## config.mk

```make
export PLATFORM = sky130hd
export DESIGN_NAME = pipe_stall_ctrl_flat
export DESIGN_NICKNAME = d
export VERILOG_FILES = /design/src/rtl/pipe_stall_ctrl_if.sv /design/src/rtl/pipe_stall_ctrl.sv /design/src/flat_wrapper.sv
export SDC_FILE = /design/constraint.sdc
export NUM_CORES = 1
export LEC_CHECK = 0
export BUFFER_PORTS_ARGS = -buffer_cell sky130_fd_sc_hd__buf_2
export CAP_MARGIN = 5
export CORE_MARGIN = 2
export CORE_UTILIZATION = 40
export DETAILED_ROUTE_END_ITERATION = 16
export PLACE_DENSITY = 0.72
export SETUP_SLACK_MARGIN = 0.15
export SLEW_MARGIN = 10
export SYNTH_ARGS = -nofsm -noshare
export SYNTH_HDL_FRONTEND = slang
export SYNTH_SLANG_ARGS = --single-unit
```

## constraint.sdc

```tcl
create_clock -name clk -period 5.95 [get_ports clk]
set_input_delay 0.595 -clock clk [delete_from_list [all_inputs] [get_ports clk]]
set_output_delay 0.595 -clock clk [all_outputs]
set_load 0.01 [all_outputs]
```

## src/rtl/pipe_stall_ctrl_if.sv

```systemverilog
// rtl/pipe_stall_ctrl_if.sv - Pipeline stall/flush control bundle between CPU datapath and sequencer.
// master: datapath side (drives hazards/memory handshake); slave: the sequencer.
interface pipe_stall_ctrl_if #(
  parameter int CNT_W = 32
);
  logic             start_i;
  logic             hazard_i;
  logic             branch_i;
  logic             mem_req_i;
  logic             mem_ack_i;

  logic             pc_write_o;
  logic             ifid_write_o;
  logic             ifid_flush_o;
  logic             bubble_o;
  logic             mem_stall_o;
  logic [1:0]       state_o;
  logic             err_o;
  logic [CNT_W-1:0] stall_cnt_o;
  logic [CNT_W-1:0] bubble_cnt_o;
  logic [CNT_W-1:0] flush_cnt_o;

  modport master (
    output start_i, hazard_i, branch_i, mem_req_i, mem_ack_i,
    input  pc_write_o, ifid_write_o, ifid_flush_o, bubble_o, mem_stall_o,
    input  state_o, err_o, stall_cnt_o, bubble_cnt_o, flush_cnt_o
  );

  modport slave (
    input  start_i, hazard_i, branch_i, mem_req_i, mem_ack_i,
    output pc_write_o, ifid_write_o, ifid_flush_o, bubble_o, mem_stall_o,
    output state_o, err_o, stall_cnt_o, bubble_cnt_o, flush_cnt_o
  );
endinterface

```

## src/rtl/pipe_stall_ctrl.sv

```systemverilog
// rtl/pipe_stall_ctrl.sv - Stall/flush sequencer for the 5-stage pipeline with stall statistics and memory watchdog.
// Control outputs are combinational from state and inputs so a memory ack releases the pipeline in the same cycle.
module pipe_stall_ctrl #(
  parameter int TIMEOUT = 64,
  parameter int CNT_W   = 32
) (
  input  logic              clk,
  input  logic              rst,
  pipe_stall_ctrl_if.slave  bus
);

  localparam int WAIT_W = $clog2(TIMEOUT + 1);

  typedef enum logic [1:0] {
    S_IDLE     = 2'd0,
    S_RUN      = 2'd1,
    S_MEM_WAIT = 2'd2,
    S_ERROR    = 2'd3
  } state_e;

  state_e              state_q, state_d;
  logic [WAIT_W-1:0]   wait_q, wait_d;
  logic [WAIT_W-1:0]   wait_inc;
  logic                err_q, err_d;
  logic [CNT_W-1:0]    stall_cnt_q, stall_cnt_d;
  logic [CNT_W-1:0]    bubble_cnt_q, bubble_cnt_d;
  logic [CNT_W-1:0]    flush_cnt_q, flush_cnt_d;

  logic mstall;
  logic active;
  logic pc_write, ifid_write, ifid_flush, bubble, mem_stall;

  assign mstall   = bus.mem_req_i & ~bus.mem_ack_i;
  assign active   = (state_q == S_RUN) || (state_q == S_MEM_WAIT);
  assign wait_inc = wait_q + WAIT_W'(1);

  always_comb begin
    state_d    = state_q;
    wait_d     = wait_q;
    err_d      = err_q;
    pc_write   = 1'b0;
    ifid_write = 1'b0;
    ifid_flush = 1'b0;
    bubble     = 1'b0;
    mem_stall  = 1'b0;

    case (state_q)
      S_IDLE: begin
        if (bus.start_i) begin
          state_d = S_RUN;
        end
      end

      S_RUN, S_MEM_WAIT: begin
        if (mstall) begin
          // Memory freeze dominates; hazard/branch re-present after release.
          mem_stall = 1'b1;
          if (state_q == S_RUN) begin
            state_d = S_MEM_WAIT;
            wait_d  = '0;
          end else begin
            wait_d = wait_inc;
            if (wait_inc >= WAIT_W'(TIMEOUT)) begin
              state_d = S_ERROR;
              err_d   = 1'b1;
            end
          end
        end else begin
          if (state_q == S_MEM_WAIT) begin
            state_d = S_RUN;
          end
          if (bus.hazard_i) begin
            // Branch operands are not valid yet during a load-use stall, so no flush.
            bubble = 1'b1;
          end else if (bus.branch_i) begin
            pc_write   = 1'b1;
            ifid_write = 1'b1;
            ifid_flush = 1'b1;
          end else begin
            pc_write   = 1'b1;
            ifid_write = 1'b1;
          end
        end
      end

      S_ERROR: begin
        mem_stall = 1'b1;
      end

      default: begin
        state_d = S_IDLE;
      end
    endcase
  end

  always_comb begin
    stall_cnt_d  = stall_cnt_q;
    bubble_cnt_d = bubble_cnt_q;
    flush_cnt_d  = flush_cnt_q;
    // The ERROR-state hold is not a memory stall and is kept out of the statistics.
    if (mem_stall && active) begin
      stall_cnt_d = stall_cnt_q + CNT_W'(1);
    end
    if (bubble) begin
      bubble_cnt_d = bubble_cnt_q + CNT_W'(1);
    end
    if (ifid_flush) begin
      flush_cnt_d = flush_cnt_q + CNT_W'(1);
    end
  end

  always_ff @(posedge clk) begin
    if (rst) begin
      state_q      <= S_IDLE;
      wait_q       <= '0;
      err_q        <= 1'b0;
      stall_cnt_q  <= '0;
      bubble_cnt_q <= '0;
      flush_cnt_q  <= '0;
    end else begin
      state_q      <= state_d;
      wait_q       <= wait_d;
      err_q        <= err_d;
      stall_cnt_q  <= stall_cnt_d;
      bubble_cnt_q <= bubble_cnt_d;
      flush_cnt_q  <= flush_cnt_d;
    end
  end

  assign bus.pc_write_o   = pc_write;
  assign bus.ifid_write_o = ifid_write;
  assign bus.ifid_flush_o = ifid_flush;
  assign bus.bubble_o     = bubble;
  assign bus.mem_stall_o  = mem_stall;
  assign bus.state_o      = state_q;
  assign bus.err_o        = err_q;
  assign bus.stall_cnt_o  = stall_cnt_q;
  assign bus.bubble_cnt_o = bubble_cnt_q;
  assign bus.flush_cnt_o  = flush_cnt_q;

endmodule

```

## src/flat_wrapper.sv

```systemverilog
// flat-port wrapper written by rule: the top's interface ports become plain ports
module pipe_stall_ctrl_flat 
#(
  parameter int TIMEOUT = 64,
  parameter int CNT_W   = 32
)
  (clk, rst, bus_start_i, bus_hazard_i, bus_branch_i, bus_mem_req_i, bus_mem_ack_i, bus_pc_write_o, bus_ifid_write_o, bus_ifid_flush_o, bus_bubble_o, bus_mem_stall_o, bus_state_o, bus_err_o, bus_stall_cnt_o, bus_bubble_cnt_o, bus_flush_cnt_o);
  pipe_stall_ctrl_if #(.CNT_W(CNT_W)) bus_i ();
  input  logic clk;
  input  logic rst;
  input wire logic [$bits(bus_i.start_i)-1:0] bus_start_i;
  input wire logic [$bits(bus_i.hazard_i)-1:0] bus_hazard_i;
  input wire logic [$bits(bus_i.branch_i)-1:0] bus_branch_i;
  input wire logic [$bits(bus_i.mem_req_i)-1:0] bus_mem_req_i;
  input wire logic [$bits(bus_i.mem_ack_i)-1:0] bus_mem_ack_i;
  output wire logic [$bits(bus_i.pc_write_o)-1:0] bus_pc_write_o;
  output wire logic [$bits(bus_i.ifid_write_o)-1:0] bus_ifid_write_o;
  output wire logic [$bits(bus_i.ifid_flush_o)-1:0] bus_ifid_flush_o;
  output wire logic [$bits(bus_i.bubble_o)-1:0] bus_bubble_o;
  output wire logic [$bits(bus_i.mem_stall_o)-1:0] bus_mem_stall_o;
  output wire logic [$bits(bus_i.state_o)-1:0] bus_state_o;
  output wire logic [$bits(bus_i.err_o)-1:0] bus_err_o;
  output wire logic [$bits(bus_i.stall_cnt_o)-1:0] bus_stall_cnt_o;
  output wire logic [$bits(bus_i.bubble_cnt_o)-1:0] bus_bubble_cnt_o;
  output wire logic [$bits(bus_i.flush_cnt_o)-1:0] bus_flush_cnt_o;
  assign bus_i.start_i = bus_start_i;
  assign bus_i.hazard_i = bus_hazard_i;
  assign bus_i.branch_i = bus_branch_i;
  assign bus_i.mem_req_i = bus_mem_req_i;
  assign bus_i.mem_ack_i = bus_mem_ack_i;
  assign bus_pc_write_o = bus_i.pc_write_o;
  assign bus_ifid_write_o = bus_i.ifid_write_o;
  assign bus_ifid_flush_o = bus_i.ifid_flush_o;
  assign bus_bubble_o = bus_i.bubble_o;
  assign bus_mem_stall_o = bus_i.mem_stall_o;
  assign bus_state_o = bus_i.state_o;
  assign bus_err_o = bus_i.err_o;
  assign bus_stall_cnt_o = bus_i.stall_cnt_o;
  assign bus_bubble_cnt_o = bus_i.bubble_cnt_o;
  assign bus_flush_cnt_o = bus_i.flush_cnt_o;
  pipe_stall_ctrl #(.TIMEOUT(TIMEOUT), .CNT_W(CNT_W)) u_core (.clk(clk), .rst(rst), .bus(bus_i));
endmodule
```

==> results of run 1 <==
-- layout make-up --
| class | count | area (um2) |
|---|---|---|
| Clock inverter | 5 | 77.57 |
| Clock buffer | 11 | 242.7 |
| Fill cell | 1228 | 6436 |
| Inverter | 11 | 41.29 |
| Timing Repair Buffer | 111 | 560.5 |
| Tap cell | 172 | 215.2 |
| Sequential cell | 106 | 2122 |
| Multi-Input combinational cell | 454 | 2821 |
-- flip-flops by register name (all words and copies together), names as in the netlist --
signal	flops
u_core.bus.err_o	1
u_core.bus.stall_cnt_o	32
u_core.bus.flush_cnt_o	32
u_core.bus.bubble_cnt_o	32
u_core.wait_q	7
u_core.bus.state_o	2
-- routing by layer --
metal  vias up  GRT usage  part of all wire
met3        18    0.04307             0.060
li1       2301          -                 -
met2       143     0.2971              0.46
met5         -          0                 0
met1      2195     0.2312              0.46
met4         0    0.06275             0.016
-- worst paths after layout --
check / from / end / slack, ns / cells past startpoint
worst max-delay path: u_core.bus.state_o[0] / u_core.bus.flush_cnt_o[24] / 3.11 / 7
worst min-delay path: u_core.bus.err_o / u_core.bus.err_o / 0.48 / 2
worst max register to register: u_core.bus.state_o[0] / u_core.bus.flush_cnt_o[24] / 3.11 / 7
worst min register to register: u_core.bus.err_o / u_core.bus.err_o / 0.48 / 2
-- per-stage QoR --
stage               total power [mW]  setup slack (ns)  instance area [um2]  std cells  hold WS (ns)
finish                         1.516             3.115                 6081        870        0.4752
global route                   1.581             2.971                 6081        870        0.4937
CTS                            1.535             3.155                 6081        870        0.4770
detailed placement            0.8913             3.150                 5761        854        0.4577
global placement              0.8862             3.325                 5761        854        0.4535
floorplan                     0.8496             3.636                 5080        594        0.4852
-- power by group through the flow --
stage / sequential [mW] / clock [mW] / combinational [mW]
CTS: 0.737 / 0.660 / 0.139
detailed placement: 0.753 / 0 / 0.138
floorplan: 0.755 / 0 / 0.0951
global placement: 0.751 / 0 / 0.135
finish: 0.737 / 0.641 / 0.138
global route: 0.739 / 0.690 / 0.153
-- worst max-delay path, stage by stage, from the launching register on --
cell,delay (ns)
dfxtp_1,0.41
inv_1,0.06
ha_1,0.37
nor2b_1,0.29
nand4_1,0.42
or2_1,0.48
or4_1,0.54
a21oi_1,0.18
-- synthesized netlist by cell type, drive strengths merged, types with 14 or more instances --
library cell / number
dfxtp: 106
nor2: 90
nor3: 20
and3: 16
nand4: 33
nand2: 44
xnor2: 32
clkbuf: 14
a21oi: 29
nand3: 26
xor2: 31
nor2b: 14
-- kinds of logic (layout without fill, tap and decap cells) --
logic type / count (synthesis) / in the layout / share of synthesized area
simple gates: 306 / 306 / 0.3185
fa+ha+maj: 7 / 7 / 0.01724
mux: 13 / 13 / 0.02833
flops: 106 / 106 / 0.4177
compound gates: 65 / 65 / 0.08276
buf+inv: 34 / 138 / 0.02685
xor+xnor: 63 / 63 / 0.1086
==> results.py, run 1 <==
metrics = {
    "layout": {
        "layout-drive-gt1-share": 0.2178,
        "utilization": 0.4858,
        "antenna_cells": 0,
        "syn_to_final_growth_pct": 19.70,
        "layout_common_cells": "buf_2, dfxtp_1, nor2_1",
        "fin_nets": 707,
        "layout_commonest_cell": "buf_2",
    },
    "placed_design": {
        "place.port_buffers": 110,
        "dp_hpwl_um": 8763,
        "gp_congestion": 0.8402,
    },
    "floorplanning": {
        "core_um2": 12520,
        "start_util": 0.4058,
        "die_w_um": 116.7,
        "die_h_um": 116.7,
        "dieArea_um2": 13620,
        "pin_count": 111,
        "rows": 41,
    },
    "pwr": {
        "switching_share": 0.2419,
        "p_sw_uw": 366.6,
        "clkPwrFrac": 0.423,
        "p_int_mw": 1.149,
        "power_density_nw_per_um2": 249.3,
        "power_frac_seq": 0.486,
        "pwr-share-comb": 0.091,
        "power_leakage_nw": 2.458,
        "peakVddDrop_uv": 123.6,
    },
    "yosys": {
        "synth_fp_nets": 608,
        "synth_edf_count": 0,
        "ys_seq_area_frac": 0.4177,
        "netlist_area_um2": 5080,
        "synthTopCellsByArea": "dfxtp_1, nor2_1, xnor2_1",
        "synth_top_area_cell": "dfxtp_1",
        "synth_cells": 594,
        "synth_top_area_frac": 0.4177,
        "async_reset_ff_frac": 0,
        "ys_warn_count": 0,
        "synth.distinct_cells": 49,
        "yosys_most_used_dff": "dfxtp_1",
        "ys_ff_latch": 106,
        "postSynthAreaPerCell_um2": 8.552,
    },
    "clock_tree": {
        "cts_sinks": 106,
        "ctsRootBufferMaster": "clkbuf_16",
        "clock_latency_ns": 0.35,
        "clk_pin_slew_ns": 0.07,
        "cts-buffers-inserted": 9,
        "cts_hold_buf": 0,
        "cts_tree": "built",
        "clock_path_buffers": 2,
        "cts_setup_buffers": 0,
        "cts-resized-gates": 0,
        "htreeDepth": 3,
    },
    "status": {
        "status": "complete, no violations",
    },
    "worst_hold_path": {
        "hold_path_class": "flip-flop to flip-flop",
    },
    "detailed_routing": {
        "drt_first_pass_iters": 4,
        "finalWirelength_um": 12160,
        "ant_nets": 0,
        "routed-via-count": 4657,
        "vias_per_cell": 5.353,
        "drtIter0Drc": 292,
        "routedWlPerCell_um": 13.98,
        "drc_errors": 0,
    },
    "setup_path": {
        "cp-end-kind": "flip-flop",
        "cp.arrival_ns": 3.11,
        "worstPathRequired_ns": 6.22,
        "crit_fanout": 11,
        "crit_type": "flip-flop to flip-flop",
        "startpoint_type": "flip-flop",
    },
    "global_routing": {
        "grt_pass1_vias": 4256,
        "antenna_found_initial": 0,
        "grt_max_degree": 68,
        "grt_pass1_wl_um": 19730,
        "grt_usage": 0.1802,
        "grt.overflow.total": 0,
    },
    "sta": {
        "hold_violations": 0,
        "grt_setup_unrepaired": "no",
        "max_freq_mhz": 352.7,
        "worst_slew_pin_slew_ns": 1.038,
        "slew_headroom": 0.2903,
        "finalCritPeriodShare": 0.4765,
        "fin_crit_ns": 2.835,
        "clock-skew-final_ns": 0.004881,
        "tns_ns": 0,
        "slew_violations": 0,
        "setup_viol": 0,
    },
    "flow_run": {
        "cap_violations": 0,
    },
}
(Power assumes the default switching activity.)
==> run 2: changes to the inputs <==
clock period = 2.9 ns   (was 5.95 ns; I/O delays follow)
==> results.py, run 2 (synthesized netlist as in run 1, its figures left out) <==
metrics = {
    "global_routing": {
        "antenna_found_initial": 0,
        "grt_usage": 0.1826,
        "grt_pass1_vias": 4335,
        "grt.overflow.total": 0,
        "grt_max_degree": 95,
        "grt_pass1_wl_um": 20070,
    },
    "sta": {
        "grt_setup_unrepaired": "no",
        "worst_slew_pin_slew_ns": 0.7329,
        "finalCritPeriodShare": 0.8565,
        "clock-skew-final_ns": 0.008881,
        "tns_ns": 0,
        "slew_headroom": 0.5104,
        "fin_crit_ns": 2.484,
        "setup_viol": 0,
        "max_freq_mhz": 402.6,
        "hold_violations": 0,
        "hold_ws_ns": 0.2754,
        "slew_violations": 0,
    },
    "clock_tree": {
        "cts_tree": "built",
        "cts_hold_buf": 0,
        "cts-buffers-inserted": 9,
        "cts_setup_buffers": 0,
        "cts_sinks": 106,
        "ctsRootBufferMaster": "clkbuf_16",
        "clock_latency_ns": 0.35,
        "cts-resized-gates": 0,
        "htreeDepth": 3,
        "clk_pin_slew_ns": 0.07,
        "clock_path_buffers": 2,
    },
    "detailed_routing": {
        "vias_per_cell": 5.306,
        "ant_nets": 0,
        "routed-via-count": 4632,
        "finalWirelength_um": 12120,
        "drt_first_pass_iters": 4,
        "drc_errors": 0,
        "routedWlPerCell_um": 13.88,
        "drtIter0Drc": 217,
    },
    "worst_hold_path": {
        "holdPathEnd": "u_core.bus.bubble_cnt_o[18]",
        "hold_path_depth": 2,
        "hold_path_class": "input pin to flip-flop",
        "hp-start": "rst",
    },
    "layout": {
        "final_cell_area_um2": 6091,
        "fillCellCount": 1271,
        "fin_nets": 711,
        "utilization": 0.4866,
        "layout-drive-gt1-share": 0.2183,
        "layout_commonest_cell": "buf_2",
        "syn_to_final_growth_pct": 19.90,
        "layout_common_cells": "buf_2, dfxtp_1, nor2_1",
        "antenna_cells": 0,
    },
    "placed_design": {
        "gp_congestion": 0.8118,
        "place.port_buffers": 110,
        "place_area_um2": 5803,
        "dp_hpwl_um": 8727,
    },
    "floorplanning": {
        "rows": 41,
        "die_h_um": 116.7,
        "core_um2": 12520,
        "pin_count": 111,
        "start_util": 0.4058,
        "die_w_um": 116.7,
        "dieArea_um2": 13620,
    },
    "setup_path": {
        "path_cells": "inv_1 -> ha_1 -> nor2b_1 -> nand4_2 -> nor3_1 -> buf_4 -> and4_1 -> mux2_2",
        "startpoint_type": "flip-flop",
        "crit_type": "flip-flop to flip-flop",
        "regToRegEndpoint": "u_core.bus.flush_cnt_o[27]",
        "worst-r2r-cell-count": 8,
        "worstPathRequired_ns": 3.13,
        "critPathMaxStageDelay_ns": 0.41,
        "crit_family": "simple AND/OR/NAND/NOR gates",
        "cp-end-kind": "flip-flop",
        "path_buf_inv": 2,
        "worstReg2RegStart": "u_core.bus.state_o[0]",
        "r2r_slack_ns": 0.42,
        "crit_fanout": 9,
        "slowest_stage": "dfxtp_1",
        "cp.arrival_ns": 2.72,
    },
    "pwr": {
        "finalPower_mw": 3.006,
        "power_leakage_nw": 2.463,
        "peakVddDrop_uv": 257.7,
        "power_density_nw_per_um2": 493.5,
    },
    "flow_run": {
        "cap_violations": 0,
    },
    "status": {
        "status": "complete, no violations",
    },
}
run 2: metal layers:
layer	vias up	global-route usage	wire length, um
met5	-	0	0
met4	0	0.07294	210
met3	17	0.04307	612
li1	2307	-	-
met1	2202	0.2289	5534
met2	106	0.3033	5759
run 2: power by group:
group	leakage [nW]	switching [mW]	internal [mW]
Sequential	0.854	0.0321	1.48
Clock	0.136	0.520	0.690
Combinational	1.47	0.182	0.103
run 2: how the worst max path moves through the flow:
stage	start	to	slack (ns)	depth (start not counted)
finish	u_core.bus.state_o[0]	u_core.bus.flush_cnt_o[27]	0.42	8
global route	u_core.bus.state_o[0]	u_core.bus.flush_cnt_o[27]	0.21	8
CTS	u_core.bus.state_o[0]	u_core.bus.flush_cnt_o[27]	0.43	8
detailed placement	u_core.bus.state_o[0]	u_core.bus.flush_cnt_o[27]	0.46	8
global placement	u_core.bus.state_o[0]	u_core.bus.flush_cnt_o[27]	0.51	8
floorplan	u_core.bus.state_o[0]	u_core.bus.flush_cnt_o[27]	0.59	7
run 2: worst reg2reg max path: stages, from the launching register on:
cell	delay (ns)
dfxtp_1	0.41
inv_1	0.06
ha_1	0.36
nor2b_1	0.31
nand4_2	0.28
nor3_1	0.25
buf_4	0.16
and4_1	0.21
mux2_2	0.33
run 2: metrics by stage:
stage / worst slack (ns) / std cells
floorplan: 0.5856 / 594
detailed placement: 0.4629 / 858
global route: 0.2080 / 873
global placement: 0.5105 / 858
finish: 0.4160 / 873
CTS: 0.4329 / 873
run 2: area by class of cell:
type / instances / area [um2] / area share
multi-input cells: 454 / 2821 / 0.4632
flip-flops and latches: 106 / 2122 / 0.3484
repair buffers: 115 / 603.1 / 0.09901
clock buffers: 13 / 250.2 / 0.04108
well taps: 172 / 215.2 / 0.03533
inverters: 11 / 41.29 / 0.006779
clock inverters: 2 / 37.54 / 0.006163
